## config.mk

```make
export PLATFORM = sky130hd
export DESIGN_NAME = mips_bus_arbiter
export DESIGN_NICKNAME = d
export VERILOG_FILES = /design/src/rtl/mips_bus_arbiter_pkg.sv /design/src/rtl/mips_bus_arbiter_wait_timer.sv /design/src/rtl/mips_bus_arbiter.sv
export SDC_FILE = /design/constraint.sdc
export NUM_CORES = 1
export LEC_CHECK = 0
export ABC_CLOCK_PERIOD_IN_PS = 2170
export CORE_MARGIN = 4
export CORE_UTILIZATION = 30
export DETAILED_ROUTE_END_ITERATION = 8
export GPL_TIMING_DRIVEN = 1
export PLACE_DENSITY = 0.67
export SKIP_LAST_GASP = 1
export SYNTH_ARGS = -nofsm -noshare
export SYNTH_HDL_FRONTEND = slang
export SYNTH_SLANG_ARGS = --single-unit
```

## constraint.sdc

```tcl
create_clock -name clk -period 2.17 [get_ports clk]
set_clock_uncertainty 0.2 [all_clocks]
set_input_delay 0.434 -clock clk [delete_from_list [all_inputs] [get_ports clk]]
set_output_delay 0.434 -clock clk [all_outputs]
set_load 0.005 [all_outputs]
```

## src/rtl/mips_bus_arbiter_pkg.sv

```systemverilog
// Shared types and constants for the mips_cpu_bus Avalon-MM arbiter.
//   bus_state_t : arbiter FSM state encoding
//   grant_t     : which requester currently owns the master port
//   BE_WORD     : full-word byte enable used for instruction fetches
package mips_bus_pkg;

    typedef enum logic [1:0] {
        IDLE = 2'd0,
        BUS  = 2'd1,
        DONE = 2'd2
    } bus_state_t;

    typedef enum logic {
        FETCH = 1'b0,
        DATA  = 1'b1
    } grant_t;

    localparam logic [3:0] BE_WORD = 4'b1111;

endpackage

```

## src/rtl/mips_bus_arbiter_wait_timer.sv

```systemverilog
// Saturating waitrequest counter for the bus arbiter.
// Ports:
//   clk, reset  : clock, asynchronous active-low reset
//   clr_i       : force the count to zero (held while not on the bus)
//   en_i        : count this cycle (bus cycle with waitrequest high)
//   expired_o   : this enabled cycle is the TIMEOUT_CYCLES-th stalled cycle;
//                 never asserts when TIMEOUT_CYCLES is 0
module wait_timer #(
    parameter int unsigned TIMEOUT_CYCLES = 1023
) (
    input  logic clk,
    input  logic reset,
    input  logic clr_i,
    input  logic en_i,
    output logic expired_o
);

    localparam int unsigned CW = (TIMEOUT_CYCLES > 0) ? $clog2(TIMEOUT_CYCLES + 1) : 1;
    localparam logic [CW-1:0] SAT  = CW'(TIMEOUT_CYCLES);
    localparam logic [CW-1:0] LAST = (TIMEOUT_CYCLES > 0) ? CW'(TIMEOUT_CYCLES - 1) : '0;

    logic [CW-1:0] count_q, count_d;

    always_comb begin
        count_d = count_q;
        if (clr_i) begin
            count_d = '0;
        end else if (en_i && (count_q != SAT)) begin
            count_d = count_q + 1'b1;
        end
    end

    always_ff @(posedge clk or negedge reset) begin
        if (!reset) begin
            count_q <= '0;
        end else begin
            count_q <= count_d;
        end
    end

    // Flag on the last allowed stalled cycle, so the abort edge is the one at
    // which the count would reach TIMEOUT_CYCLES; the strobe is then high for
    // exactly TIMEOUT_CYCLES cycles.
    assign expired_o = (TIMEOUT_CYCLES != 0) && en_i && (count_q >= LAST);

endmodule

```

## src/rtl/mips_bus_arbiter.sv

```systemverilog
// Shares the single Avalon-MM master port of mips_cpu_bus between the
// instruction-fetch and data load/store requesters.
// Ports:
//   clk, reset                         : clock, asynchronous active-low reset
//   i_req/i_addr -> i_done/i_rdata     : fetch level request, done pulse + word
//   d_req/d_write/d_addr/d_wdata/
//   d_byteenable -> d_done/d_rdata     : data level request, done pulse + word
//   address/read/write/writedata/
//   byteenable, waitrequest/readdata   : Avalon-MM master
//   busy                               : FSM not in IDLE
//   timeout_err                        : sticky, set on any aborted access
//
// state | meaning
// IDLE  | no access; arbitrate requests, latch the winner
// BUS   | strobe driven from latched values, waiting for !waitrequest
// DONE  | one-cycle done pulse to the granted requester
module mips_bus_arbiter
    import mips_bus_pkg::*;
#(
    parameter int unsigned TIMEOUT_CYCLES = 1023
) (
    input  logic        clk,
    input  logic        reset,
    input  logic        i_req,
    input  logic [31:0] i_addr,
    output logic        i_done,
    output logic [31:0] i_rdata,
    input  logic        d_req,
    input  logic        d_write,
    input  logic [31:0] d_addr,
    input  logic [31:0] d_wdata,
    input  logic [3:0]  d_byteenable,
    output logic        d_done,
    output logic [31:0] d_rdata,
    output logic [31:0] address,
    output logic        read,
    output logic        write,
    output logic [31:0] writedata,
    output logic [3:0]  byteenable,
    input  logic        waitrequest,
    input  logic [31:0] readdata,
    output logic        busy,
    output logic        timeout_err
);

    bus_state_t  state_q;
    grant_t      last_grant_q;   // also identifies the owner of the current access
    logic [31:0] address_q, writedata_q, i_rdata_q, d_rdata_q;
    logic [3:0]  byteenable_q;
    logic        read_q, write_q, i_done_q, d_done_q, timeout_err_q;
    logic        expired;
    logic        grant_data;

    wait_timer #(
        .TIMEOUT_CYCLES(TIMEOUT_CYCLES)
    ) u_wait_timer (
        .clk       (clk),
        .reset     (reset),
        .clr_i     (state_q != BUS),
        .en_i      ((state_q == BUS) && waitrequest),
        .expired_o (expired)
    );

    // On a tie the requester that did not win last time gets the port.
    assign grant_data = d_req && (!i_req || (last_grant_q == FETCH));

    always_ff @(posedge clk or negedge reset) begin
        if (!reset) begin
            state_q       <= IDLE;
            last_grant_q  <= FETCH;
            address_q     <= '0;
            writedata_q   <= '0;
            byteenable_q  <= '0;
            read_q        <= 1'b0;
            write_q       <= 1'b0;
            i_done_q      <= 1'b0;
            d_done_q      <= 1'b0;
            i_rdata_q     <= '0;
            d_rdata_q     <= '0;
            timeout_err_q <= 1'b0;
        end else begin
            i_done_q <= 1'b0;
            d_done_q <= 1'b0;
            case (state_q)
                IDLE: begin
                    if (grant_data) begin
                        state_q      <= BUS;
                        last_grant_q <= DATA;
                        address_q    <= d_addr;
                        writedata_q  <= d_wdata;
                        byteenable_q <= d_byteenable;
                        read_q       <= !d_write;
                        write_q      <= d_write;
                    end else if (i_req) begin
                        state_q      <= BUS;
                        last_grant_q <= FETCH;
                        address_q    <= i_addr;
                        writedata_q  <= '0;
                        byteenable_q <= BE_WORD;
                        read_q       <= 1'b1;
                        write_q      <= 1'b0;
                    end
                end
                BUS: begin
                    if (!waitrequest) begin
                        state_q <= DONE;
                        read_q  <= 1'b0;
                        write_q <= 1'b0;
                        if (last_grant_q == FETCH) begin
                            i_done_q <= 1'b1;
                            if (read_q) i_rdata_q <= readdata;
                        end else begin
                            d_done_q <= 1'b1;
                            if (read_q) d_rdata_q <= readdata;
                        end
                    end else if (expired) begin
                        state_q       <= DONE;
                        read_q        <= 1'b0;
                        write_q       <= 1'b0;
                        timeout_err_q <= 1'b1;
                        if (last_grant_q == FETCH) begin
                            i_done_q  <= 1'b1;
                            i_rdata_q <= '0;
                        end else begin
                            d_done_q  <= 1'b1;
                            d_rdata_q <= '0;
                        end
                    end
                end
                DONE: begin
                    state_q <= IDLE;
                end
                default: begin
                    state_q <= IDLE;
                end
            endcase
        end
    end

    assign address     = address_q;
    assign read        = read_q;
    assign write       = write_q;
    assign writedata   = writedata_q;
    assign byteenable  = byteenable_q;
    assign i_done      = i_done_q;
    assign d_done      = d_done_q;
    assign i_rdata     = i_rdata_q;
    assign d_rdata     = d_rdata_q;
    assign busy        = (state_q != IDLE);
    assign timeout_err = timeout_err_q;

endmodule

```

==> results of run 1 <==
==> critical path: stages (launching register included) <==
cell           delay (ns)
dfrtp_1              0.39
nor2_2               0.18
inv_1                0.08
dlygate4sd2_1        0.33
==> stage by stage <==
stage                     instances  hold WS (ns)
after detailed placement        988        0.2230
after global routing           1020        0.2978
final                          1020        0.2690
after global placement          988        0.2139
after floorplan                 452      -0.06159
after CTS                      1020        0.2788
==> worst max-delay path by stage <==
stage,start,end,slack (ns),cells after the start
after floorplan,waitrequest,i_rdata[0],0.41,6
after global placement,waitrequest,u_wait_timer.count_q[6],-0.02,6
after detailed placement,waitrequest,u_wait_timer.count_q[8],-0.07,6
after CTS,state_q[0],busy,0.05,3
after global routing,state_q[1],busy,0.07,3
final,state_q[1],busy,0.15,3
==> report_power, final <==
part / internal [mW] / switching, mW
Sequential: 3.94 / 0.727
Clock: 1.61 / 1.16
Combinational: 3.11 / 1.83
==> Yosys cell counts (3+ instances only) <==
library cell	number
nand2_1	39
a21oi_2	3
o211ai_1	3
a22o_1	96
o21ai_1	3
or3_1	4
buf_6	6
nor2_1	9
xor2_1	3
clkbuf_1	12
o22a_1	4
o21ai_0	38
buf_2	14
and2_1	5
dfrtp_1	150
mux2i_1	32
a21oi_1	4
==> routing by layer <==
layer	GRT usage [%]	wire length, um
met5	0	0
met4	5.081	304
met3	7.404	1885
met2	25.62	8475
met1	20.52	7459
==> cell usage in the layout, fill, tap and decap left out, types with 4 or more instances in the layout <==
| cell | count |
|---|---|
| clkinv_4 | 4 |
| and2_1 | 5 |
| dfrtp_1 | 150 |
| o21ai_0 | 38 |
| or3_1 | 4 |
| buf_4 | 19 |
| mux2i_1 | 32 |
| o22a_1 | 4 |
| clkbuf_16 | 17 |
| clkdlybuf4s50_1 | 273 |
| nor2_1 | 8 |
| nand2_1 | 39 |
| a22o_1 | 96 |
| buf_12 | 9 |
| a21oi_1 | 4 |
==> cell type report <==
type / count / area (um2)
fill: 1701 / 9731
clock inverter: 10 / 100.1
tap: 265 / 331.6
sequential: 150 / 3754
inverter: 3 / 11.26
multi-input combinational: 267 / 1999
timing repair buffer: 304 / 3085
clock buffer: 21 / 450.4
==> what timing repair did <==
item	CTS	global route
resized for setup	1	1
hold buffers	1	0
hold endpoints to repair	43	0
endpoints found under the setup margin	1	1
pin swaps	0	0
==> kinds of logic after synthesis <==
group,count (synthesis)
flip-flops,150
multiplexers,32
AND/OR/NAND/NOR,72
XOR/XNOR,4
adder cells (fa/ha/maj),2
buffers and inverters,35
AO/OA/AOI/OAI,157
==> registers in the layout, indices dropped and copies added (netlist names) <==
register and count:
address 32, timeout_err 1, d_rdata 32, u_wait_timer.count_q 10, byteenable 4, last_grant_q 1, writedata 32, state_q 2
d_done 1, i_rdata 32, read 1, i_done 1, write 1
==> metrics.txt, run 1 <==
Post-Synth Adder-Cell Area=less than 1%; Post-DP HPWL=between 10000 and 15000 um; Clk Latency, worst-skew pair=0.41 ns; maximum level of the CTS H-tree=4; Post-Syn Instances=452; Post-DRT Antenna Nets=0; detailed-route vias per instance=4.741; TritonRoute pass-1 iters=4; setup repair bufs after CTS=0; Root Buffer=clkbuf_16; Maximum Capacitance Violations=0; Core Footprint=19460 um2; CP required=1.54 ns; first-pass GRT wire length=28370 um; Post-Synth XOR/XNOR Area=less than 1%; Placer Congestion=approximately 0.82; f_max=slightly below 500 MHz; post-synthesis cell type count=39; final net count=roughly 900; Worst-path clk slew=about 0.060 ns; Synth Cell Area=5922 um2; RR Endpoint=i_rdata[17]; worst min path class=flop to flop; reg-to-reg startpoint=u_wait_timer.count_q[0]; Die Area=22050 um2; Lkg Pwr=4.285 nW; Area growth syn-to-layout=64.34%; Synth Area per Inst=between 10 and 15 um2; Num Clock Sinks=150; maximum VDD drop=0.5059 mV; die boundary width=148.5 um; pre-CTS setup slack=-0.06792 ns; fin crit period=~2 ns; Final Core Density=about half; WP data arrival=1.39 ns; Mapped Nets=592; Worst Tran Pin Value=0.4929 ns; Min-Delay Endpoint=timeout_err; DR iter-0 viols=approximately 220; critical path peak fanout=3; Initial Util=30.43%; Synth Area in Simple Gates=6.719%; status=completed; Synth area leaders=dfrtp_1 63%, a22o_1 14%, mux2i_1 5.4%, o21ai_0 3.2%, nand2_1 2.5%; top-area cell type share of the netlist area=63.38%; ys flop type=dfrtp_1; largest area contributor in the netlist=dfrtp_1; Worst R2R Path Depth=7; setup TNS=0 ns; Hold Path Stages=1; Slew Limit Fails=0; ys async rst share=100.0%; Row Count=51; final instance area=9732 um2; CTS buffer count=17; final setup margin=0.1457 ns; die height=148.5 um; Max-slew headroom=about two thirds; complex-gate fraction of the synthesized area=20.20%; PD cells=1271 nW/um2; per-cell routed wire length=17.77 um; crit path kind=flop to output port; period utilization=93.29%; GRT Residual Overflow=0; GRT Overall Usage=between 15 and 20%; DRT Wirelength=18120 um; number of flops mapped to enable cells by yosys=0; Reg2Reg Setup Slack=about 0.2 ns; Total Power=12.37 mW; # DRC=0; DR vias=slightly below 5000; CTS max path bufs=2; Startpoint Class=flop; Synth Warn #=0; Critical Path End Type=output port; sequential share of the synthesized area=63.38%; Final setup viols=0; Hold Fails Final Rpt=0; vias in the first global route=5146; IO Pins=276; initial antenna violation count=0; CTS tree=done; #FFs+latches synth=150; input/output buffers=approximately 280; HP Start=timeout_err; share of layout cells above drive strength 1=9.139%; main combinational cell family by area after synthesis=compound AO/OA/AOI/OAI gates; Post-DP Area=9170 um2; largest net degree at the start of global routing=53; mux cell area share after synthesis=approximately 5.4%; RSZ-0062 raised after global routing=no; Antenna diodes=0
(Power assumes the default switching activity.)
==> run 2, diff against run 1 <==
--- a/config.mk
+++ b/config.mk
@@ -5,7 +5,7 @@
 export SDC_FILE = /design/constraint.sdc
 export NUM_CORES = 1
 export LEC_CHECK = 0
-export ABC_CLOCK_PERIOD_IN_PS = 2170
+export ABC_CLOCK_PERIOD_IN_PS = 2200
 export CORE_MARGIN = 4
 export CORE_UTILIZATION = 30
 export DETAILED_ROUTE_END_ITERATION = 8
==> constraint.sdc (replaced) <==
create_clock -name clk -period 2.2 [get_ports clk]
set_clock_uncertainty 0.2 [all_clocks]
set_input_delay 0.44 -clock clk [delete_from_list [all_inputs] [get_ports clk]]
set_output_delay 0.44 -clock clk [all_outputs]
set_load 0.005 [all_outputs]
==> run 2 against run 1 <==
Net effect:
- cell count shrank 0.69%
- total power grew 0.58%
- sequential share of layout area is essentially flat
- clock power grew 9.7%
- via count grew 0.12%
- sequential cell count is the same
- first-iteration DRC count shrank 23%
- critical endpoint unchanged
- highest routed layer unchanged
==> metrics.txt, run 2 (synthesis gave the netlist of run 1 again) <==
WP data arrival=1.43 ns (was 1.39 ns); Max-slew headroom=71.29% (was 67.14%); Total Power=12.44 mW (was 12.37 mW); Worst-path clk slew=0.06 ns (about the same); Post-DP HPWL=13210 um (was 13490 um); clock share of power=24.4% (was 22.4%); GRT Overall Usage=15.92% (was 16.42%); first-pass GRT wire length=27630 um (was 28370 um); Maximum Capacitance Violations=0 (unchanged); initial antenna violation count=0 (unchanged); Sw Ratio=29.83% (was 30.01%); die boundary width=148.5 um (unchanged); input/output buffers=275 (unchanged); critical path peak fanout=3 (unchanged); Final Core Density=50.00% (about the same); Num Clock Sinks=150 (unchanged); Post-DRT Antenna Nets=0 (unchanged); maximum level of the CTS H-tree=4 (unchanged); Area growth syn-to-layout=64.31% (was 64.34%); CTS buffer count=17 (unchanged); Final setup viols=0 (unchanged); vias in the first global route=5044 (was 5146); maximum VDD drop=0.4757 mV (was 0.5059 mV); crit path kind=flop to output port (unchanged); PD cells=1278 nW/um2 (was 1271 nW/um2); Startpoint Class=flop (unchanged); Root Buffer=clkbuf_16 (unchanged); commonest non-fill, non-tap cells in the layout=273 x clkdlybuf4s50_1, 150 x dfrtp_1, 96 x a22o_1 (unchanged); Lkg Pwr=4.275 nW (was 4.285 nW); largest net degree at the start of global routing=75 (was 53); Clk Latency, worst-skew pair=0.41 ns (about the same); share of layout cells above drive strength 1=8.556% (was 9.139%); NetSw=3.710 mW (was 3.711 mW); Hold Fails Final Rpt=0 (unchanged); final net count=876 (was 883); Critical Path End Type=output port (unchanged); register share of total power=37.1% (was 37.7%); Row Count=51 (unchanged); Initial Util=30.43% (unchanged); die height=148.5 um (unchanged); CTS tree=done (unchanged); RSZ-0062 raised after global routing=no (unchanged); DR iter-0 viols=170 (was 221); status=completed (unchanged); f_max=482.7 MHz; Antenna diodes=0 (unchanged); CP required=1.56 ns (was 1.54 ns); most common cell after layout, fill and taps aside=clkdlybuf4s50_1 (unchanged); Worst Tran Pin Value=0.4307 ns (was 0.4929 ns); worst hold margin=0.2681 ns (was 0.2690 ns); IO Pins=276 (unchanged); Core Footprint=19460 um2 (unchanged); CTS max path bufs=2 (unchanged); period utilization=between 90% and 100%; internal power=8.728 mW (was 8.654 mW); GRT Residual Overflow=0 (unchanged); Gate power share=38.5% (was 39.9%); DR vias=4842 (was 4836); per-cell routed wire length=17.42 um (was 17.77 um); Placer Congestion=0.7799 (was 0.8152); detailed-route vias per instance=4.780 (was 4.741); setup repair bufs after CTS=0 (unchanged); Die Area=22050 um2 (unchanged); DRT Wirelength=17650 um (was 18120 um); setup TNS=0 ns (unchanged); fin crit period=2.071 ns; TritonRoute pass-1 iters=4 (unchanged); # DRC=0 (unchanged); Slew Limit Fails=0 (unchanged); worst min path class=flop to flop (unchanged)
==> run 2: changes by cell type in the layout (fill, tap and decap cells not counted), sizes merged <==
cell,previous run,this run
clkinv,6,2
inv,5,10
clkinvlp,1,2
bufinv,1,3
clkbuf,21,17
buf,29,22
==> run 2: cell type report <==
type / count / area [um2]
Fill cell: 1720 / 9732
Sequential cell: 150 / 3754
Timing Repair Buffer: 297 / 3020
Multi-Input combinational cell: 267 / 1997
Clock buffer: 17 / 425.4
Tap cell: 265 / 331.6
Clock inverter: 14 / 191.4
Inverter: 3 / 11.26
==> run 2: layer usage <==
layer	wire [um]	global-route usage [%]
met5	0	0
met1	7289	19.97
met3	1786	6.216
met2	8292	24.96
met4	280	5.958
==> run 2: worst max-delay path, stage by stage, from the launching register on <==
cell	delay [ns]
dfrtp_1	0.40
nor2_1	0.19
inv_1	0.09
dlygate4sd2_1	0.33
==> run 2: power by group through the flow <==
| stage | Clock, mW | Sequential (mW) | Combinational [mW] |
|---|---|---|---|
| final | 3.04 | 4.61 | 4.78 |
| after global routing | 3.26 | 4.76 | 5.19 |
| after CTS | 3.13 | 4.62 | 4.87 |
| after detailed placement | 0 | 4.62 | 4.87 |
| after global placement | 0 | 4.61 | 4.77 |
| after floorplan | 0 | 4.59 | 1.68 |
==> run 2: path summary, 6_finish.rpt <==
path	cells past startpoint	to	from	slack, ns
setup / recovery	3	busy	state_q[0]	0.13
hold / removal	1	timeout_err	timeout_err	0.27
setup reg to reg	4	d_rdata[19]	state_q[1]	0.26
hold reg to reg	1	timeout_err	timeout_err	0.27
max in group asynchronous	3	d_rdata[12]	reset	0.82
min in group asynchronous	2	d_rdata[4]	reset	0.33
==> run 2: what timing repair did <==
item | CTS | global route
resized for setup | 1 | 0
setup endpoints to repair | 1 | 0
hold buffers | 1 | 0
endpoints found under the hold margin | 42 | 0
==> run 2: metrics by stage <==
step | cell area [um2] | cells | setup WS [ns]
finish | 9731 | 1013 | 0.1285
detailed placement | 9105 | 981 | -0.01397
CTS | 9731 | 1013 | 0.06632
global route | 9731 | 1013 | 0.0006549
floorplan | 5922 | 452 | 0.4324
global placement | 9105 | 981 | 0.03211
==> run 3, diff against run 2 <==
--- a/config.mk
+++ b/config.mk
@@ -7,10 +7,10 @@
 export LEC_CHECK = 0
 export ABC_CLOCK_PERIOD_IN_PS = 2200
 export CORE_MARGIN = 4
-export CORE_UTILIZATION = 30
+export CORE_UTILIZATION = 41
 export DETAILED_ROUTE_END_ITERATION = 8
 export GPL_TIMING_DRIVEN = 1
-export PLACE_DENSITY = 0.67
+export PLACE_DENSITY = 0.85
 export SKIP_LAST_GASP = 1
 export SYNTH_ARGS = -nofsm -noshare
 export SYNTH_HDL_FRONTEND = slang
==> run 3 against run 2 <==
Net effect:
- global-route usage rose by 6.7 points
- wire length rose by 6.0%
- non-clock buffer count did not move
- critical path depth did not move
- via count rose by 3.0%
- cell count fell by 8.3%
- cell area fell by 0.68%
- total power rose by 2.1%
- sequential share of layout area rose by 0.26 points
- register-to-register slack barely moved
- sequential power barely moved
==> metrics.txt, run 3 (synthesis gave the netlist of run 1 again) <==
status=completed (unchanged); GRT Residual Overflow=0 (unchanged); DRT Wirelength=18710 um (was 17650 um); die height=128.2 um (was 148.5 um); fin crit period=2.080 ns (was 2.071 ns); Startpoint Class=flop (unchanged); Lkg Pwr=4.302 nW (was 4.275 nW); critical path peak fanout=3 (unchanged); f_max=480.8 MHz (was 482.7 MHz); per-cell routed wire length=20.14 um (was 17.42 um); Critical Path End Type=output port (unchanged); Total Power=12.70 mW (was 12.44 mW); period utilization=94.54% (was 94.16%); final instance area=9664 um2 (was 9731 um2); Reg2Reg Setup Slack=0.25 ns (was 0.26 ns); pre-CTS setup slack=-0.04582 ns (was -0.01397 ns); final net count=876 (unchanged); Maximum Capacitance Violations=0 (unchanged); Post-DRT Antenna Nets=0 (unchanged); setup TNS=0 ns (unchanged); Post-DP HPWL=13850 um (was 13210 um); Die Area=16430 um2 (was 22050 um2); Final Core Density=69.09% (was 50.00%); largest net degree at the start of global routing=73 (was 75); commonest non-fill, non-tap cells in the layout=273 x clkdlybuf4s50_1, 150 x dfrtp_1, 96 x a22o_1 (unchanged); Row Count=43 (was 51); worst min path class=flop to flop (unchanged); CP required=1.56 ns (about the same); CTS max path bufs=2 (unchanged); Initial Util=42.33% (was 30.43%); CTS buffer count=17 (unchanged); Post-DP Area=8999 um2 (was 9105 um2); DR iter-0 viols=290 (was 170); worst hold margin=0.2774 ns (was 0.2681 ns); PD cells=1314 nW/um2 (was 1278 nW/um2); setup repair bufs after CTS=0 (unchanged); initial antenna violation count=0 (unchanged); Clk Latency, worst-skew pair=0.42 ns (was 0.41 ns); RSZ-0062 raised after global routing=no (unchanged); maximum VDD drop=0.7582 mV (was 0.4757 mV); Antenna diodes=0 (unchanged); input/output buffers=275 (unchanged); Area growth syn-to-layout=63.19% (was 64.31%); Worst-path clk slew=0.06 ns (about the same); filler instances=962 (was 1720); Hold Fails Final Rpt=0 (unchanged); Core Footprint=13990 um2 (was 19460 um2); first-pass GRT wire length=28450 um (was 27630 um); vias in the first global route=5312 (was 5044); Max-slew headroom=74.84% (was 71.29%); die boundary width=128.2 um (was 148.5 um); WP data arrival=1.44 ns (was 1.43 ns); GRT Overall Usage=22.59% (was 15.92%); # DRC=0 (unchanged); crit path kind=flop to output port (unchanged); Placer Congestion=0.8645 (was 0.7799); TritonRoute pass-1 iters=5 (was 4); dpl cells=896 (was 981); Root Buffer=clkbuf_16 (unchanged); detailed-route vias per instance=5.368 (was 4.780); maximum level of the CTS H-tree=4 (unchanged); IO Pins=276 (unchanged); Final setup viols=0 (unchanged); DR vias=4987 (was 4842); Num Clock Sinks=150 (unchanged); Worst Tran Pin Value=0.3774 ns (was 0.4307 ns); most common cell after layout, fill and taps aside=clkdlybuf4s50_1 (unchanged); share of layout cells above drive strength 1=8.678% (was 8.556%); final setup margin=0.1200 ns (was 0.1285 ns); fin cells=929 (was 1013); Slew Limit Fails=0 (unchanged); CTS tree=done (unchanged)
## run 3: changes by cell type in the layout (fill, tap and decap cells not counted), sizes merged
| cell | before | now |
|---|---|---|
| clkinvlp | 2 | 0 |
| inv | 10 | 12 |
| bufinv | 3 | 4 |
## run 3: layout make-up
class	count	area, um2	share of cell area, %
inverters	3	11.26	0.1165
repair buffers	297	3020	31.25
flip-flops and latches	150	3754	38.84
clock inverters	15	231.5	2.395
multi-input cells	267	1997	20.66
clock buffers	17	425.4	4.402
well taps	180	225.2	2.330
## run 3: worst paths after layout
check / depth (start not counted) / to / start
worst max register to register: 5 / d_rdata[1] / u_wait_timer.count_q[5]
min in group asynchronous: 2 / d_rdata[3] / reset
worst max-delay path: 3 / busy / state_q[1]
max in group asynchronous: 3 / d_rdata[12] / reset
worst min register to register: 2 / address[25] / address[25]
worst min-delay path: 2 / address[25] / address[25]
## run 3: repair_timing
action	CTS	global route
hold endpoints to repair	35	0
resized for setup	1	0
hold buffers	1	0
endpoints found under the setup margin	1	0
## run 3: per-layer routing
metal,GRT usage [%],vias to the layer above,wire length [um]
met5,0,-,0
met1,25.98,2439,6907
met4,9.238,0,557
met3,8.750,43,1786
met2,37.76,253,9456
li1,-,2252,-
## run 3: critical path, stage by stage, from the launching register on
cell	delay, ns
dfrtp_1	0.40
nor2_1	0.22
inv_1	0.08
dlygate4sd2_1	0.32
## run 3: power breakdown
group,leakage [nW],internal [mW],switching (mW)
Clock,0.322,1.96,1.26
Combinational,2.08,3.03,1.84
Sequential,1.90,3.88,0.744
Total,4.30,8.87,3.84
